## config.mk

```make
export PLATFORM = sky130hd
export DESIGN_NAME = bit_serial_adder
export DESIGN_NICKNAME = d
export VERILOG_FILES = /design/src/rtl/adder_pkg.sv /design/src/rtl/full_adder.sv /design/src/rtl/bit_serial_adder.sv
export SDC_FILE = /design/constraint.sdc
export NUM_CORES = 1
export LEC_CHECK = 0
export CORE_ASPECT_RATIO = 0.7
export CORE_MARGIN = 1.5
export CORE_UTILIZATION = 26
export DETAILED_ROUTE_END_ITERATION = 8
export PLACE_DENSITY_LB_ADDON = 0.2
export SLEW_MARGIN = 10
export SYNTH_ARGS = -nofsm -noshare
export SYNTH_HDL_FRONTEND = slang
export SYNTH_HIERARCHICAL = 1
export SYNTH_SLANG_ARGS = --single-unit
```

## constraint.sdc

```tcl
create_clock -name i_clk -period 1.3 [get_ports i_clk]
set_input_delay 0.26 -clock i_clk [delete_from_list [all_inputs] [get_ports i_clk]]
set_output_delay 0.26 -clock i_clk [all_outputs]
set_load 0.01 [all_outputs]
```

## src/rtl/adder_pkg.sv

```systemverilog
`default_nettype none
// ============================================================================
//  Module      : adder_pkg
//  Description : Shared definitions for the bit-serial adder.
//                It holds the FSM state encoding and the default operand width.
//  Contents    : ADDER_W - default operand/result width
//                state_t - IDLE / RUN / DONE encoding
//  Revision    : 1.0  initial release
// ============================================================================
package adder_pkg;

    localparam int ADDER_W = 8;

    typedef enum logic [1:0] {
        ST_IDLE = 2'd0,
        ST_RUN  = 2'd1,
        ST_DONE = 2'd2
    } state_t;

endpackage : adder_pkg
`default_nettype wire

```

## src/rtl/full_adder.sv

```systemverilog
`default_nettype none
// ============================================================================
//  Module      : full_adder
//  Description : Single-bit full adder. It is the bit-slice datapath of the
//                serial adder.
//  Ports       : i_a, i_b  - operand bits
//                i_cin     - carry in
//                o_s       - sum bit
//                o_c       - carry out
//  Revision    : 1.0  initial release
// ============================================================================
module full_adder (
    input  logic i_a,
    input  logic i_b,
    input  logic i_cin,
    output logic o_s,
    output logic o_c
);

    logic w_p;

    // Propagate term shared by the sum and the carry.
    assign w_p = i_a ^ i_b;
    assign o_s = w_p ^ i_cin;
    assign o_c = (i_a & i_b) | (i_cin & w_p);

endmodule : full_adder
`default_nettype wire

```

## src/rtl/bit_serial_adder.sv

```systemverilog
`default_nettype none
// ============================================================================
//  Module      : bit_serial_adder
//  Description : WIDTH-bit adder that processes one bit per clock, LSB first.
//                It uses one full_adder slice and holds the carry in a flop
//                between cycles. Operands arrive over a valid/ready handshake,
//                and the result leaves over a second valid/ready handshake.
//  Ports       : i_clk        - clock, rising edge
//                i_rst_n      - synchronous active-low reset
//                i_in_valid   - operand pair on i_a/i_b/i_cin is valid
//                o_in_ready   - block can accept operands (IDLE only)
//                i_a, i_b     - operands, sampled on the input handshake
//                i_cin        - carry-in, sampled on the input handshake
//                o_out_valid  - o_sum/o_cout hold a completed result
//                i_out_ready  - consumer accepts the result
//                o_sum        - registered result bits
//                o_cout       - registered carry-out of the MSB
//                o_busy       - high in RUN or DONE
//  Revision    : 1.0  initial release
// ============================================================================
module bit_serial_adder
    import adder_pkg::*;
#(
    parameter int WIDTH = ADDER_W
) (
    input  logic             i_clk,
    input  logic             i_rst_n,
    input  logic             i_in_valid,
    output logic             o_in_ready,
    input  logic [WIDTH-1:0] i_a,
    input  logic [WIDTH-1:0] i_b,
    input  logic             i_cin,
    output logic             o_out_valid,
    input  logic             i_out_ready,
    output logic [WIDTH-1:0] o_sum,
    output logic             o_cout,
    output logic             o_busy
);

    // The counter must hold WIDTH itself, because it increments on the last RUN edge.
    localparam int               c_CNT_W    = $clog2(WIDTH + 1);
    localparam logic [c_CNT_W-1:0] c_CNT_LAST = c_CNT_W'(WIDTH - 1);

    state_t              r_state;
    logic [WIDTH-1:0]    r_sh_a;
    logic [WIDTH-1:0]    r_sh_b;
    logic                r_carry;
    logic [c_CNT_W-1:0]  r_cnt;
    logic [WIDTH-1:0]    r_sum;
    logic                r_cout;
    logic                r_in_ready;
    logic                r_out_valid;
    logic                r_busy;

    logic                w_s;
    logic                w_c;
    logic [WIDTH-1:0]    w_sum_next;

    full_adder u_fa (
        .i_a   (r_sh_a[0]),
        .i_b   (r_sh_b[0]),
        .i_cin (r_carry),
        .o_s   (w_s),
        .o_c   (w_c)
    );

    // Each new sum bit enters at the MSB. After WIDTH shifts, the first
    // (LSB) bit has reached position 0.
    if (WIDTH == 1) begin : g_sum_w1
        assign w_sum_next = w_s;
    end else begin : g_sum_wn
        assign w_sum_next = {w_s, r_sum[WIDTH-1:1]};
    end

    always_ff @(posedge i_clk) begin
        if (!i_rst_n) begin
            r_state     <= ST_IDLE;
            r_sh_a      <= '0;
            r_sh_b      <= '0;
            r_carry     <= 1'b0;
            r_cnt       <= '0;
            r_sum       <= '0;
            r_cout      <= 1'b0;
            r_in_ready  <= 1'b1;
            r_out_valid <= 1'b0;
            r_busy      <= 1'b0;
        end else begin
            case (r_state)
                ST_IDLE: begin
                    if (i_in_valid && r_in_ready) begin
                        r_sh_a     <= i_a;
                        r_sh_b     <= i_b;
                        r_carry    <= i_cin;
                        r_cnt      <= '0;
                        r_sum      <= '0;
                        r_state    <= ST_RUN;
                        r_in_ready <= 1'b0;
                        r_busy     <= 1'b1;
                    end
                end

                ST_RUN: begin
                    r_sum   <= w_sum_next;
                    r_carry <= w_c;
                    r_sh_a  <= r_sh_a >> 1;
                    r_sh_b  <= r_sh_b >> 1;
                    r_cnt   <= r_cnt + 1'b1;
                    if (r_cnt == c_CNT_LAST) begin
                        r_cout      <= w_c;
                        r_state     <= ST_DONE;
                        r_out_valid <= 1'b1;
                    end
                end

                ST_DONE: begin
                    // The result stays stable here. New operands are not
                    // accepted until the consumer takes the result.
                    if (i_out_ready) begin
                        r_state     <= ST_IDLE;
                        r_out_valid <= 1'b0;
                        r_in_ready  <= 1'b1;
                        r_busy      <= 1'b0;
                    end
                end

                default: begin
                    r_state     <= ST_IDLE;
                    r_in_ready  <= 1'b1;
                    r_out_valid <= 1'b0;
                    r_busy      <= 1'b0;
                end
            endcase
        end
    end

    assign o_in_ready  = r_in_ready;
    assign o_out_valid = r_out_valid;
    assign o_sum       = r_sum;
    assign o_cout      = r_cout;
    assign o_busy      = r_busy;

endmodule : bit_serial_adder
`default_nettype wire

```

---- After elaboration in Yosys (flattened, before gate mapping) ----
Cells that the tools add are included.
word-level totals
  output and inout bits ................... 12
  register bits after elaboration ......... 35
  word-level logic and storage cells ...... 54
  ROM bits ................................ 0
  bits of input ports ..................... 21
  bits in latches ......................... 0
  memories kept ........................... 0
  bits in writable memories ............... 0
cells by class
  multiply operators ...................... 0
  $add $sub $neg .......................... 1
  equal/unequal tests ..................... 6
  shift operators ......................... 0
  bitwise operators ....................... 7
  order comparisons ....................... 0
  reduce and logical (&&, ||, !) cells .... 8
  divide/modulo/power cells ............... 0
  muxes and demuxes ....................... 22
operators with widths
  cell                                            number
  case mux 8 bit (2 select lines)                 3
  two-way mux 8 bit                               3
  case mux 1 bit (3 select lines)                 3
  AND reduction 3 bit                             3
  case mux 4 bit (2 select lines)                 1
  two-way mux 1 bit                               6
  two-way mux 2 bit                               3
  != test 2 bit (second input constant)           3
  case mux 2 bit (3 select lines)                 1
  adder 4 x 1 -> 4 bit (second input constant)    1
  == test 4 x 3 -> 1 bit (second input constant)  1
  two-way mux 4 bit                               1
  AND reduction 2 bit                             2
  AND 1 bit                                       2
  == test 2 x 1 -> 1 bit (second input constant)  1
  == test 2 bit (second input constant)           1
  logical NOT 2 bit                               1
  NOT 1 bit                                       2
  case mux 1 bit (2 select lines)                 1
  nonzero test 2 bit                              1
  bitwise XOR 1 bit                               2
  logical AND 1 bit                               1
  OR 1 bit                                        1

---- Logic depth before layout (Yosys ltp) ----
  depth after elaboration ................. 4
  mapped depth ............................ 5
  gate-level depth less buffers ........... 4

---- Hierarchy ----
The synthesis kept the hierarchy.
modules (own cells, without submodules)
  module            area an instance (um^2)  times used  cells an instance
  bit_serial_adder  1530.2                   1           175
  full_adder        20.0                     1           1

---- Worst setup path after synthesis ----
OpenSTA, ideal clock, no wires.
  path kind ............................... input to register
  start ................................... in i_rst_n
  end ..................................... reg r_cnt[3]
  slack ................................... 0.136 ns
  data required time ...................... 1.227 ns
  arrival ................................. 1.091 ns
  path buffers ............................ 2
  stages on the path ...................... 5
  library setup time ...................... 0.073 ns
  cells stage by stage .................... buf_4 -> nand2b_4 -> buf_6 -> or4b_4 -> o211ai_2
RTL lines
  element               line                     source
  start, declared       bit_serial_adder.sv:27   input logic i_rst_n,
  end signal, assigned  bit_serial_adder.sv:107  r_cnt <= r_cnt + 1'b1;
  end, declared         bit_serial_adder.sv:48   logic [c_CNT_W-1:0] r_cnt;

---- Worst setup path in the final report ----
  start ................................... in i_in_valid
  end ..................................... reg r_state[0]
on the way
  word-level cells in the longest chain between the ends .. 3
RTL lines
  element                        line                     source
  start, declared                bit_serial_adder.sv:28   input logic i_in_valid,
  logical AND 1 bit              bit_serial_adder.sv:90   if (i_in_valid && r_in_ready) begin
  != test 2 bit (no line)        --
  AND reduction 3 bit (no line)  --
  end signal, assigned           bit_serial_adder.sv:96   r_state <= ST_RUN;
  end signal, assigned           bit_serial_adder.sv:110  r_state <= ST_DONE;
  end signal, assigned           bit_serial_adder.sv:119  r_state <= ST_IDLE;
  end, declared                  bit_serial_adder.sv:44   state_t r_state;
No other way between the ends.
A chain may end at the register's enable or synchronous reset.

==> results.md <==
- Clk sinks: 35
- Synth top area share: 45.2%
- Std cell rows: 23
- Final Slew Violations: 0
- Synth warnings: 6
- Most common cell after layout, fill and taps aside: dfxtp_1
- CP startpoint kind: primary input
- Critical path class: in2reg
- Initial antenna violation count: 0
- Critical path launch point: i_in_valid
- Asr flop ratio synth: 0%
- Netlist cell types: 35
- Placed instance count: 285
- GR Util All Layers: about an eighth
- Worst path cell trace: clkdlybuf4s50_1 > and2_4 > o21a_1 > buf_12 > and3_1
- Static leakage: 0.829 nW
- Core Box Area: about 5700 µm²
- Port Buffers: 32
- Fmax achieved: 789 MHz
- Avg WL per Cell: between 10 and 15 µm
- End of the critical path: r_state[0]$_SDFFE_PN0P_
- Reg-to-reg endpoint: r_cnt[3]$_SDFFE_PN0P_
- RSZ-0062 raised after global routing: no
- Pwr per Cell Area: 1160 nW/µm²
- Cells after synthesis: 176
- IO Pins: 33
- Hold_ws: 449 ps
- Post-Syn Area per Cell: a little under 9 µm²
- First-pass DRT Iterations: 4
- # nets final: 240
- Crit end category: flip-flop
- Sequential fraction of the synthesis area: 45.2%
- Period utilization: between 90% and 100%
- Synth Register Bits: 35
- Vias per cell: between 4 and 5
- Clk_lat worst skew: 290 ps
- DRC viols: 0
- Die area: between 6000 and 7000 µm²
- Share of cells above drive strength 1: 15.6%
- Final std cells w/o fill: just under 300
- Clock root cell: clkbuf_8
- Critical path required time: between 1000 and 1500 ps
- Total power: 2.47 mW
- R2r startpoint: r_state[0]$_SDFFE_PN0P_
- CP max stage cell: clkdlybuf4s50_1
- Clk slew on worst S/H paths: 70 ps
- Filler cells: 588
- Via count: 1359
- Post-synth top flop: dfxtp_1
- Syn Nets: just under 200
- Antenna cells: 0
- Vias in the first global route: around 1300
- Routability Congestion: 0.695
- Worst Path Arrival: around 1500 ps
- CP Max Fanout: 20
- Grt total ovfl: 0
- Crit path time final: ~1300 ps
- Initial Util: a little over a quarter
- Syn Std Cell Area: between 1500 and 2000 µm²
- TritonCTS clock tree: built
- Clk_skew: 5.09 ps
- Top post-synthesis cells by area: dfxtp_1 (45%), o22ai_1 (7.7%), nand2_1 (6.8%)
- Final core occ: 37.3%
- Worst-Margin Slew: between 200 and 300 ps
- Worst Reg-to-Reg Cells: 3
- Antenna viol nets, final: 0
- Slew headroom: 81.4%
- R2r setup slk: roughly 90 ps
- Most frequent cells in the layout: dfxtp_1 (34), nand2_1 (28), clkdlybuf4s50_1 (20)
- Max stage delay on crit path: ~470 ps
- Status: completed
- Max IR drop VDD: 0.000433 V
- Inserted Clock Buffers: 5
- Hold buffer count at CTS: 0
- Final setup violation count: 0
- Largest net degree at the start of global routing: 23
- Fin. Hold Viols: 0
- Clock buffer depth: 2
- H-tree Lvls: 2
- Max-cap violations: 0
- EDFF count, synth: 0
- Die Y: between 60 and 70 µm
- Die W: roughly 95 µm
- HPWL Detailed: about 2600 µm
- Area leader, netlist: dfxtp_1
- Worst hold path type: reg2reg
- Layout area overhead: 37.7%
- Setup_tns: 0 ps
- Routed wire length: 3760 µm
- First-pass GRT wire length: approximately 6200 µm
- Iteration-0 DRC Markers: 39
-- worst min path at each step --
| stage | cells after the start | to | from | slack, ps |
|---|---|---|---|---|
| detailed placement | 2 | r_sh_b[3]$_SDFFE_PN0P_ | r_sh_b[3]$_SDFFE_PN0P_ | 440 |
| finish | 2 | r_sh_b[3]$_SDFFE_PN0P_ | r_sh_b[3]$_SDFFE_PN0P_ | 450 |
| global placement | 2 | r_sh_b[2]$_SDFFE_PN0P_ | r_sh_b[2]$_SDFFE_PN0P_ | 440 |
| CTS | 2 | r_sh_b[3]$_SDFFE_PN0P_ | r_sh_b[3]$_SDFFE_PN0P_ | 450 |
| floorplan | 2 | r_sh_b[1]$_SDFFE_PN0P_ | r_sh_b[1]$_SDFFE_PN0P_ | 420 |
| global route | 2 | r_sh_b[1]$_SDFFE_PN0P_ | r_sh_b[1]$_SDFFE_PN0P_ | 470 |
-- kinds of logic (layout without fill, tap and decap cells) --
kind of cell / after synthesis / after routing / share of synthesized area (%)
simple gates: 56 / 56 / 19.3
compound gates: 55 / 55 / 24.2
flops: 35 / 35 / 45.2
mux: 2 / 2 / 1.29
fa+ha+maj: 2 / 2 / 2.10
buf+inv: 26 / 68 / 7.91
-- routing by layer --
layer  track usage, %  routed length [µm]  vias to the layer above
met5                0                   0                        -
met2             17.7                1490                       29
met4             5.60                  48                        0
met3             5.74                 231                        2
li1                 -                   -                      710
met1             17.9                2000                      618
-- Yosys cell counts, drive strengths merged, types with 3 or more instances --
cell type / number
dfxtp: 35
nand2: 28
o22ai: 19
buf: 12
inv: 10
a21oi: 9
nor2b: 8
o221ai: 8
a22oi: 7
nand2b: 7
o21ai: 5
clkbuf: 4
nor2: 3
o21a: 3
-- through the flow --
step | worst slack [ps] | instance area (µm²)
4_1_cts | 14.8 | 2130
3_3_place_gp | -279 | 2040
3_5_place_dp | -289 | 2040
5_1_grt | 4.59 | 2130
6_report | 32.1 | 2130
2_1_floorplan | 136 | 1550
-- flip-flops by register name, indices dropped and copies added, names as in the netlist --
register / cells
o_sum: 8
r_sh_b: 8
r_carry: 1
r_state: 2
o_busy: 1
o_out_valid: 1
r_cnt: 4
r_sh_a: 8
o_in_ready: 1
o_cout: 1
-- worst max-delay path: cells and delay by family --
family          cells  cell delay, ps
compound gates      1             190
buf+inv             2             630
simple gates        2             360
-- layout make-up --
| class | instances | area (µm²) | area share, % |
|---|---|---|---|
| Timing Repair Buffer | 50 | 465 | 21.8 |
| Multi-Input combinational cell | 115 | 736 | 34.5 |
| Inverter | 10 | 37.5 | 1.76 |
| Clock buffer | 8 | 100 | 4.69 |
| Sequential cell | 35 | 702 | 32.9 |
| Tap cell | 75 | 93.8 | 4.40 |
-- where the power goes --
group	leakage, nW	internal [mW]	switching (mW)
Clock	0.0515	0.484	0.384
Combinational	0.492	0.224	0.197
Sequential	0.286	1.14	0.0442
-- timing repair --
item	CTS	global route
buffers inserted	0	0
gates resized for setup	13	3
pin swaps	0	0
setup endpoints to repair	12	16
No activity file was read; power rests on OpenSTA's default activity.
